`src/rtl/spi_wr_arbiter.sv`:
```
// Round-robin arbiter sharing the SPI write queue and SPI processor.
// Optional watchdog: define SPI_ARB_TIMEOUT_EN.
`ifndef SUCCESS
`define SUCCESS 8'h00
`endif
`ifndef ERR_UNKNOWN_SPI_ARB_STATE
`define ERR_UNKNOWN_SPI_ARB_STATE 8'hE1
`endif
`ifndef ERR_SPI_ARB_TIMEOUT
`define ERR_SPI_ARB_TIMEOUT 8'hE2
`endif

module spi_wr_arbiter #(
  parameter int          NREQ         = 4,
  parameter logic [15:0] TIMEOUT_CLKS = 16'd4096
) (
  input  logic              clk,
  input  logic              rst,
  input  logic              arb_en,
  input  logic [NREQ-1:0]   req_i,
  input  logic [8*NREQ-1:0] cmd_i,
  output logic [NREQ-1:0]   grant_o,
  output logic [NREQ-1:0]   done_o,
  output logic [7:0]        spiwr_queue_data_o,
  output logic              spiwr_queue_wr_en_o,
  input  logic              spiwr_queue_fifo_full_i,
  input  logic              spiwr_queue_wr_ack_i,
  input  logic              spi_processor_idle,
  output logic [7:0]        status_o,
  output logic              busy_o
);

  localparam int IW = (NREQ > 1) ? $clog2(NREQ) : 1;

  typedef enum logic [2:0] {
    ARB_IDLE,
    ARB_QUEUE,
    ARB_ACK_WAIT,
    ARB_START_WAIT,
    ARB_FINISH_WAIT,
    ARB_RELEASE
  } arb_state_t;

  arb_state_t      state;
  logic [IW-1:0]   last_grant;
  logic [IW-1:0]   gnt_idx;
  logic [7:0]      cmd_q;

  logic            pick_ok;
  logic [IW-1:0]   pick_idx;
  logic [IW-1:0]   cand;
  logic [NREQ-1:0] pick_oh;
  logic [7:0]      pick_cmd;

`ifdef SPI_ARB_TIMEOUT_EN
  logic [15:0]     wdog;
  logic            tmo;
`else
  if (TIMEOUT_CLKS == 16'd0) begin : g_no_wdog
  end
`endif

  // Search upward from the slot after the last owner, wrapping at NREQ.
  always_comb begin
    pick_ok  = 1'b0;
    pick_idx = '0;
    cand     = '0;
    for (int i = 1; i <= NREQ; i++) begin
      cand = IW'((int'(last_grant) + i) % NREQ);
      if (!pick_ok && req_i[cand]) begin
        pick_ok  = 1'b1;
        pick_idx = cand;
      end
    end
  end

  always_comb begin
    pick_oh  = '0;
    pick_cmd = '0;
    for (int k = 0; k < NREQ; k++) begin
      if (IW'(k) == pick_idx) begin
        pick_oh[k] = 1'b1;
        pick_cmd   = cmd_i[k*8 +: 8];
      end
    end
  end

  always_ff @(posedge clk or negedge rst) begin
    if (!rst) begin
      state               <= ARB_IDLE;
      grant_o             <= '0;
      done_o              <= '0;
      spiwr_queue_data_o  <= '0;
      spiwr_queue_wr_en_o <= 1'b0;
      status_o            <= `SUCCESS;
      busy_o              <= 1'b0;
      last_grant          <= IW'(NREQ - 1);
      gnt_idx             <= '0;
      cmd_q               <= '0;
`ifdef SPI_ARB_TIMEOUT_EN
      wdog                <= '0;
      tmo                 <= 1'b0;
`endif
    end else if (arb_en) begin
      case (state)
        ARB_IDLE: begin
          busy_o <= 1'b0;
          done_o <= '0;
          if (pick_ok && spi_processor_idle) begin
            grant_o <= pick_oh;
            gnt_idx <= pick_idx;
            cmd_q   <= pick_cmd;
            busy_o  <= 1'b1;
            state   <= ARB_QUEUE;
`ifdef SPI_ARB_TIMEOUT_EN
            tmo     <= 1'b0;
`endif
          end
        end
        ARB_QUEUE: begin
          if (!spiwr_queue_fifo_full_i) begin
            spiwr_queue_data_o  <= cmd_q;
            spiwr_queue_wr_en_o <= 1'b1;
            state               <= ARB_ACK_WAIT;
`ifdef SPI_ARB_TIMEOUT_EN
            wdog                <= TIMEOUT_CLKS;
`endif
          end
        end
        ARB_ACK_WAIT: begin
          if (spiwr_queue_wr_ack_i) begin
            spiwr_queue_wr_en_o <= 1'b0;
            state               <= ARB_START_WAIT;
          end
        end
        ARB_START_WAIT: begin
          if (!spi_processor_idle)
            state <= ARB_FINISH_WAIT;
        end
        ARB_FINISH_WAIT: begin
          if (spi_processor_idle)
            state <= ARB_RELEASE;
        end
        ARB_RELEASE: begin
          done_o     <= grant_o;
          last_grant <= gnt_idx;
          grant_o    <= '0;
          busy_o     <= 1'b0;
          state      <= ARB_IDLE;
`ifdef SPI_ARB_TIMEOUT_EN
          status_o   <= tmo ? `ERR_SPI_ARB_TIMEOUT : `SUCCESS;
`else
          status_o   <= `SUCCESS;
`endif
        end
        default: begin
          status_o            <= `ERR_UNKNOWN_SPI_ARB_STATE;
          grant_o             <= '0;
          spiwr_queue_wr_en_o <= 1'b0;
          busy_o              <= 1'b0;
          state               <= ARB_IDLE;
        end
      endcase
`ifdef SPI_ARB_TIMEOUT_EN
      // Expiry overrides any transition taken above this clock.
      if (state inside {ARB_ACK_WAIT, ARB_START_WAIT, ARB_FINISH_WAIT}) begin
        if (wdog == 16'd0) begin
          spiwr_queue_wr_en_o <= 1'b0;
          status_o            <= `ERR_SPI_ARB_TIMEOUT;
          tmo                 <= 1'b1;
          state               <= ARB_RELEASE;
        end else begin
          wdog <= wdog - 16'd1;
        end
      end
`endif
    end
  end

endmodule

```
`config.mk`:
```
export PLATFORM = sky130hd
export DESIGN_NAME = spi_wr_arbiter
export DESIGN_NICKNAME = d
export VERILOG_FILES = /design/src/rtl/spi_wr_arbiter.sv
export SDC_FILE = /design/constraint.sdc
export NUM_CORES = 1
export LEC_CHECK = 0
export BUFFER_PORTS_ARGS = -buffer_cell sky130_fd_sc_hd__buf_2
export CAP_MARGIN = 30
export CORE_MARGIN = 2
export CORE_UTILIZATION = 49
export DETAILED_ROUTE_END_ITERATION = 8
export PLACE_DENSITY_LB_ADDON = 0.1
export SLEW_MARGIN = 25
export SYNTH_ARGS = -nofsm -noshare
export SYNTH_HDL_FRONTEND = slang
export SYNTH_SLANG_ARGS = --single-unit
```
`constraint.sdc`:
```
create_clock -name clk -period 1.9 [get_ports clk]
set_input_delay 0.19 -clock clk [delete_from_list [all_inputs] [get_ports clk]]
set_output_delay 0.19 -clock clk [all_outputs]
set_load 0.005 [all_outputs]
```
==> metrics.txt, run 1 <==
Syn Area/Cell=11.0 sq um; worst-case clock buffer depth=2; Main synth FF type=dfrtp_1; leakage=1.21 nW; Slew @ Worst Pin=0.756 ns; die area=4420 sq um; R2R depth=5; IR drop worst, VDD=778 uV; worst slack, placed=-0.0712 ns; Total GRT Usage=20.2%; Pwr Density=1420 nW/um^2; worst relative slew slack=49.6%; status=complete, no violations; initial antenna violation count=0; Starting Density=51.5%; Rows=22; routed vias/inst=5.37; Post-Syn Instances=174; Detailed Place HPWL=3150 um; Slew Viols, Final=0; Die Height=66.5 um; Buffers on Ports=63; wire per inst=14.2 um; EDFF count, synth=0; crit share post-route=92.6%; Remaining Overflow, GRT=0; Post-Route WL=4200 um; final setup violation count=0; fin area=2390 sq um; CORE AREA=3720 sq um; clk_lat worst skew=0.29 ns; final worst setup slack=0.140 ns; pin count of the biggest net entering global routing=35; cts bufs inserted=5; Synth area leader=dfrtp_1; number of global-route vias before repair=1455; clock slew at reported path FFs=0.07 ns; placed cell area=2290 sq um; Distinct cells, synth=39; Max Fclk=568 MHz; CTS tree=yes; # IOs=68; Post-Syn Area=1910 sq um; clock sinks=34; share of layout cells above drive strength 1=46.2%; worst hold stages=3; startpoint types=flip-flop; die width=66.5 um; register area share after synthesis=44.6%; DRC=0; final setup skew=0.00592 ns; # nets final=288; critical path class=reg2reg; drt first pass iters=4; Layout area overhead=25.0%; synth top area cells=dfrtp_1 (42%), mux2i_1 (8.9%), a221oi_2 (6.3%), mux2_2 (5.9%), o21ai_0 (3.7%); HP Class=in2reg; Fin. Hold Viols=0; CP Capture Type=flip-flop; Arr. time, crit path=1.89 ns; first-pass GRT wire length=6690 um; Iter 0 DRT Violations=107; CTS Root Cell=clkbuf_8; Max Cap Viol=0; Routed Antenna Nets=0; setup bufs post-CTS=0; via count=1585; count leader, synth=dfrtp_1; Yosys Warn Count=0; Worst EP required=2.03 ns; worst-path maximum fanout=10; Final GP Congestion=0.864; Synth async-reset ratio=100%; Tmin final=1.76 ns; H-tree levels=2; WHS=0.240 ns; RSZ-0062 raised after global routing=no; Synth Register Bits=34; Post-synth top cells=dfrtp_1 (32), mux2i_1 (17), nor2_1 (14), o21ai_0 (14), mux2_2 (10); antenna fix cells=0; post-synth top area share=41.9%
==> placed cells by master (no fill, tap or decap), types with 3 or more instances in the layout <==
cell,n
buf_2,63
dfrtp_1,32
mux2i_1,17
buf_4,15
o21ai_0,14
nor2_1,13
mux2_2,10
nand2_1,9
a221oi_2,8
a22o_1,6
clkbuf_8,6
inv_1,5
a21oi_1,5
nand2b_1,4
conb_1,4
nor2b_1,3
==> metal layers <==
metal / up-vias / track usage [%] / part of all wire, % / wire, um
li1: 768 / - / - / -
met1: 764 / 27.2 / 45 / 1900
met5: - / 0 / 0 / 0
met4: 0 / 6.89 / 1.4 / 60
met3: 7 / 5.07 / 4.7 / 196
met2: 46 / 31.8 / 49 / 2040
==> state kept, by name, indices dropped and copies added (netlist names) <==
| signal | count |
|---|---|
| spiwr_queue_data_o | 8 |
| done_o | 4 |
| state | 3 |
| gnt_idx | 2 |
| last_grant | 2 |
| status_o | 1 |
| cmd_q | 8 |
| busy_o | 1 |
| grant_o | 4 |
| spiwr_queue_wr_en_o | 1 |
==> cell families (layout without fill, tap and decap cells) <==
group,count (synthesis),in the layout,share of synthesized area [%]
DFF,34,34,44.6
other,1,4,0.196
buffers and inverters,22,92,7.52
and+or+nand+nor,42,42,11.5
muxes,27,27,14.8
AOI/OAI and AO/OA,48,48,21.4
==> report_power, final <==
part           internal, mW  switching [mW]  total, mW
sequential             1.08           0.234       1.32
combinational         0.806           0.712       1.52
clock                 0.292           0.259      0.551
==> per-stage QoR <==
step	std cells	utilization [%]	total power [mW]	setup TNS (ns)
5_1_grt	295	64.3	3.67	0
6_report	295	64.3	3.39	0
3_3_place_gp	286	61.5	2.80	-0.0739
4_1_cts	295	64.3	3.42	0
3_5_place_dp	286	61.5	2.85	-0.538
2_1_floorplan	177	-	2.38	0
==> timing repair <==
item / in CTS / in global routing
endpoints found under the hold margin: 18 / 0
gates resized for setup: 1 / 0
hold buffers: 1 / 0
setup endpoints to repair: 10 / 0
==> worst paths after layout <==
path	slack, ns	endpoint	start
max in group asynchronous	0.92	spiwr_queue_data_o[7]	rst
hold / removal	0.24	state[0]	spi_processor_idle
setup / recovery	0.14	cmd_q[0]	last_grant[1]
setup reg to reg	0.14	cmd_q[0]	last_grant[1]
min in group asynchronous	0.50	status_o[6]	rst
hold reg to reg	0.49	gnt_idx[1]	gnt_idx[1]
==> final cells by class <==
type,instances,area (sq um)
Clock inverter,1,5.00
Timing Repair Buffer,79,438
Inverter,5,18.8
Sequential cell,34,853
Clock buffer,7,86.3
Tap cell,48,60.1
Fill cell,312,1330
Multi-Input combinational cell,121,930
==> worst max-delay path, stage by stage (launching register included) <==
cell and delay [ns]:
dfstp_2 0.59, and2b_1 0.19, o32ai_1 0.32, and3_1 0.20
buf_4 0.21, a221oi_2 0.09
Note: power is estimated with default switching activity, not from simulation.
==> run 2: changes to the inputs <==
--- a/config.mk
+++ b/config.mk
@@ -8,7 +8,7 @@
 export BUFFER_PORTS_ARGS = -buffer_cell sky130_fd_sc_hd__buf_2
 export CAP_MARGIN = 30
 export CORE_MARGIN = 2
-export CORE_UTILIZATION = 49
+export CORE_UTILIZATION = 45
 export DETAILED_ROUTE_END_ITERATION = 8
 export PLACE_DENSITY_LB_ADDON = 0.1
 export SLEW_MARGIN = 25
==> constraint.sdc (replaced) <==
create_clock -name clk -period 1.6 [get_ports clk]
set_input_delay 0.16 -clock clk [delete_from_list [all_inputs] [get_ports clk]]
set_output_delay 0.16 -clock clk [all_outputs]
set_load 0.005 [all_outputs]
==> metrics.txt, run 2 (synthesis results as in run 1) <==
final setup skew=0.00746 ns (was 0.00592 ns); gr busiest metal=met2 (unchanged); Starting Density=47.1% (was 51.5%); Fin. Hold Viols=0 (unchanged); Final GP Congestion=0.723 (was 0.864); failing checks=setup timing; Pwr Density=1690 nW/um^2 (was 1420 nW/um^2); worst hold stages=3 (unchanged); clk_lat worst skew=0.29 ns (about the same); Die Height=69.2 um (was 66.5 um); commonest cells after routing, fill and taps aside=buf_2 (63), dfrtp_1 (32), nor2_1 (13), mux2i_1 (13), buf_4 (13) (was buf_2 (63), dfrtp_1 (32), mux2i_1 (17)); worst-path maximum fanout=9 (was 10); routed vias/inst=5.30 (was 5.37); die area=4790 sq um (was 4420 sq um); status=finished, violations left (was complete, no violations); Flop pwr share=36.4% (was 38.9%); met1 Usage GRT=24.2% (was 27.2%); Layout area overhead=31.5% (was 25.0%); FF-to-FF setup slack=-0.10 ns (was 0.14 ns); DRC=0 (unchanged); WHS=0.215 ns (was 0.240 ns); worst slack, placed=-0.105 ns (was -0.0712 ns); die width=69.2 um (was 66.5 um); Detailed Place HPWL=3330 um (was 3150 um); met2 Usage GRT=34.1% (was 31.8%); # IOs=68 (unchanged); final setup violation count=12 (was 0); switching power total=1.52 mW (was 1.20 mW); Routed Antenna Nets=0 (unchanged); Iter 0 DRT Violations=43 (was 107); HP Class=in2reg (unchanged); clock share of power=15.6% (was 16.3%); Buffers on Ports=63 (unchanged); cts bufs inserted=5 (unchanged); Slew Viols, Final=0 (unchanged); R2R depth=5 (unchanged); Max Fclk=588 MHz (was 568 MHz); Worst EP required=1.80 ns (was 2.03 ns); Post-Route WL=4560 um (was 4200 um); Top Registers=cmd_q x8, spiwr_queue_data_o x8 (unchanged); worst-case clock buffer depth=2 (unchanged); Arr. time, crit path=1.90 ns (was 1.89 ns); Int Power=2.73 mW (was 2.18 mW); combinational cell fraction of total power=48.0% (was 44.8%); antenna fix cells=0 (unchanged); Switching Fraction=35.7% (was 35.6%); crit share post-route=106% (was 92.6%); CTS tree=yes (unchanged); Rows=23 (was 22); final worst setup slack=-0.102 ns (was 0.140 ns); clock slew at reported path FFs=0.07 ns (about the same); Tmin final=1.70 ns (was 1.76 ns); RSZ-0062 raised after global routing=yes (was no); wire per inst=15.2 um (was 14.2 um); fillers=362 (was 312); IR drop worst, VDD=853 uV (was 778 uV); commonest non-fill, non-tap cell in the layout=buf_2 (unchanged); H-tree levels=2 (unchanged); via count=1594 (was 1585); met3 Resource Use GR=6.10% (was 5.07%); drt first pass iters=4 (unchanged); leakage=1.25 nW (was 1.21 nW); share of layout cells above drive strength 1=49.8% (was 46.2%); Total GRT Usage=20.3% (was 20.2%); # nets final=292 (was 288); Remaining Overflow, GRT=0 (unchanged); CP Capture Type=flip-flop (unchanged); number of global-route vias before repair=1625 (was 1455); Max Cap Viol=0 (unchanged); pin count of the biggest net entering global routing=22 (was 35); critical path class=reg2reg (unchanged); first-pass GRT wire length=7760 um (was 6690 um); initial antenna violation count=0 (unchanged); CORE AREA=4060 sq um (was 3720 sq um); startpoint types=flip-flop (unchanged); CTS Root Cell=clkbuf_8 (unchanged); clock sinks=34 (unchanged)
[run 2: cell count changes in the layout (fill, tap and decap cells not counted), sizes merged]
cell      previous run  this run
clkinvlp             0         1
buf                 78        81
[run 2: power by group through the flow]
stage               Sequential [mW]  Clock, mW  Combinational [mW]
floorplan                      1.54          0                1.28
global placement               1.53          0                1.84
CTS                            1.55      0.697                1.91
global route                   1.60      0.738                2.25
detailed placement             1.56          0                1.88
finish                         1.55      0.663                2.04
[run 2: worst paths after layout]
kind	startpoint	to
worst max-delay path	last_grant[1]	cmd_q[6]
worst min-delay path	spi_processor_idle	state[0]
worst max register to register	last_grant[1]	cmd_q[6]
worst min register to register	gnt_idx[0]	gnt_idx[0]
max in group asynchronous	rst	cmd_q[1]
min in group asynchronous	rst	done_o[3]
[run 2: layer usage]
layer / vias to the layer above / wire, um
li1: 775 / -
met1: 764 / 1910
met2: 50 / 2330
met3: 5 / 247
met4: 0 / 72
met5: - / 0
[run 2: layout make-up]
type | instances | area [sq um] | share of cell area [%]
clock buffers | 6 | 82.6 | 3.28
clock inverters | 2 | 12.5 | 0.498
inverters | 5 | 18.8 | 0.746
multi-input cells | 121 | 963 | 38.3
flip-flops and latches | 34 | 853 | 33.9
well taps | 50 | 62.6 | 2.49
repair buffers | 83 | 522 | 20.7
[run 2: stage by stage]
| step | instance area [sq um] | util, % | instances | setup TNS (ns) | total power [mW] |
|---|---|---|---|---|---|
| 2_1_floorplan | 1920 | - | 177 | 0 | 2.82 |
| 3_3_place_gp | 2330 | 57.4 | 290 | -0.546 | 3.37 |
| 3_5_place_dp | 2330 | 57.4 | 290 | -0.707 | 3.44 |
| 4_1_cts | 2440 | 60.2 | 299 | -0.842 | 4.15 |
| 5_1_grt | 2510 | 62.0 | 301 | -1.77 | 4.59 |
| 6_report | 2510 | 62.0 | 301 | -0.908 | 4.25 |
[run 2: critical path, stage by stage, from the launching register on]
cell	delay (ns)
dfstp_2	0.58
mux2i_2	0.28
o221ai_4	0.16
clkbuf_16	0.20
mux2i_1	0.13
a221oi_2	0.26
[run 2: what timing repair did]
action                     in CTS  in global routing
pin swaps                       1                  5
cloned                          0                  1
setup endpoints to repair      12                 24
buffers inserted                0                  1
hold endpoints to repair       14                  0
hold buffers                    1                  0
gates resized for setup         2                 12
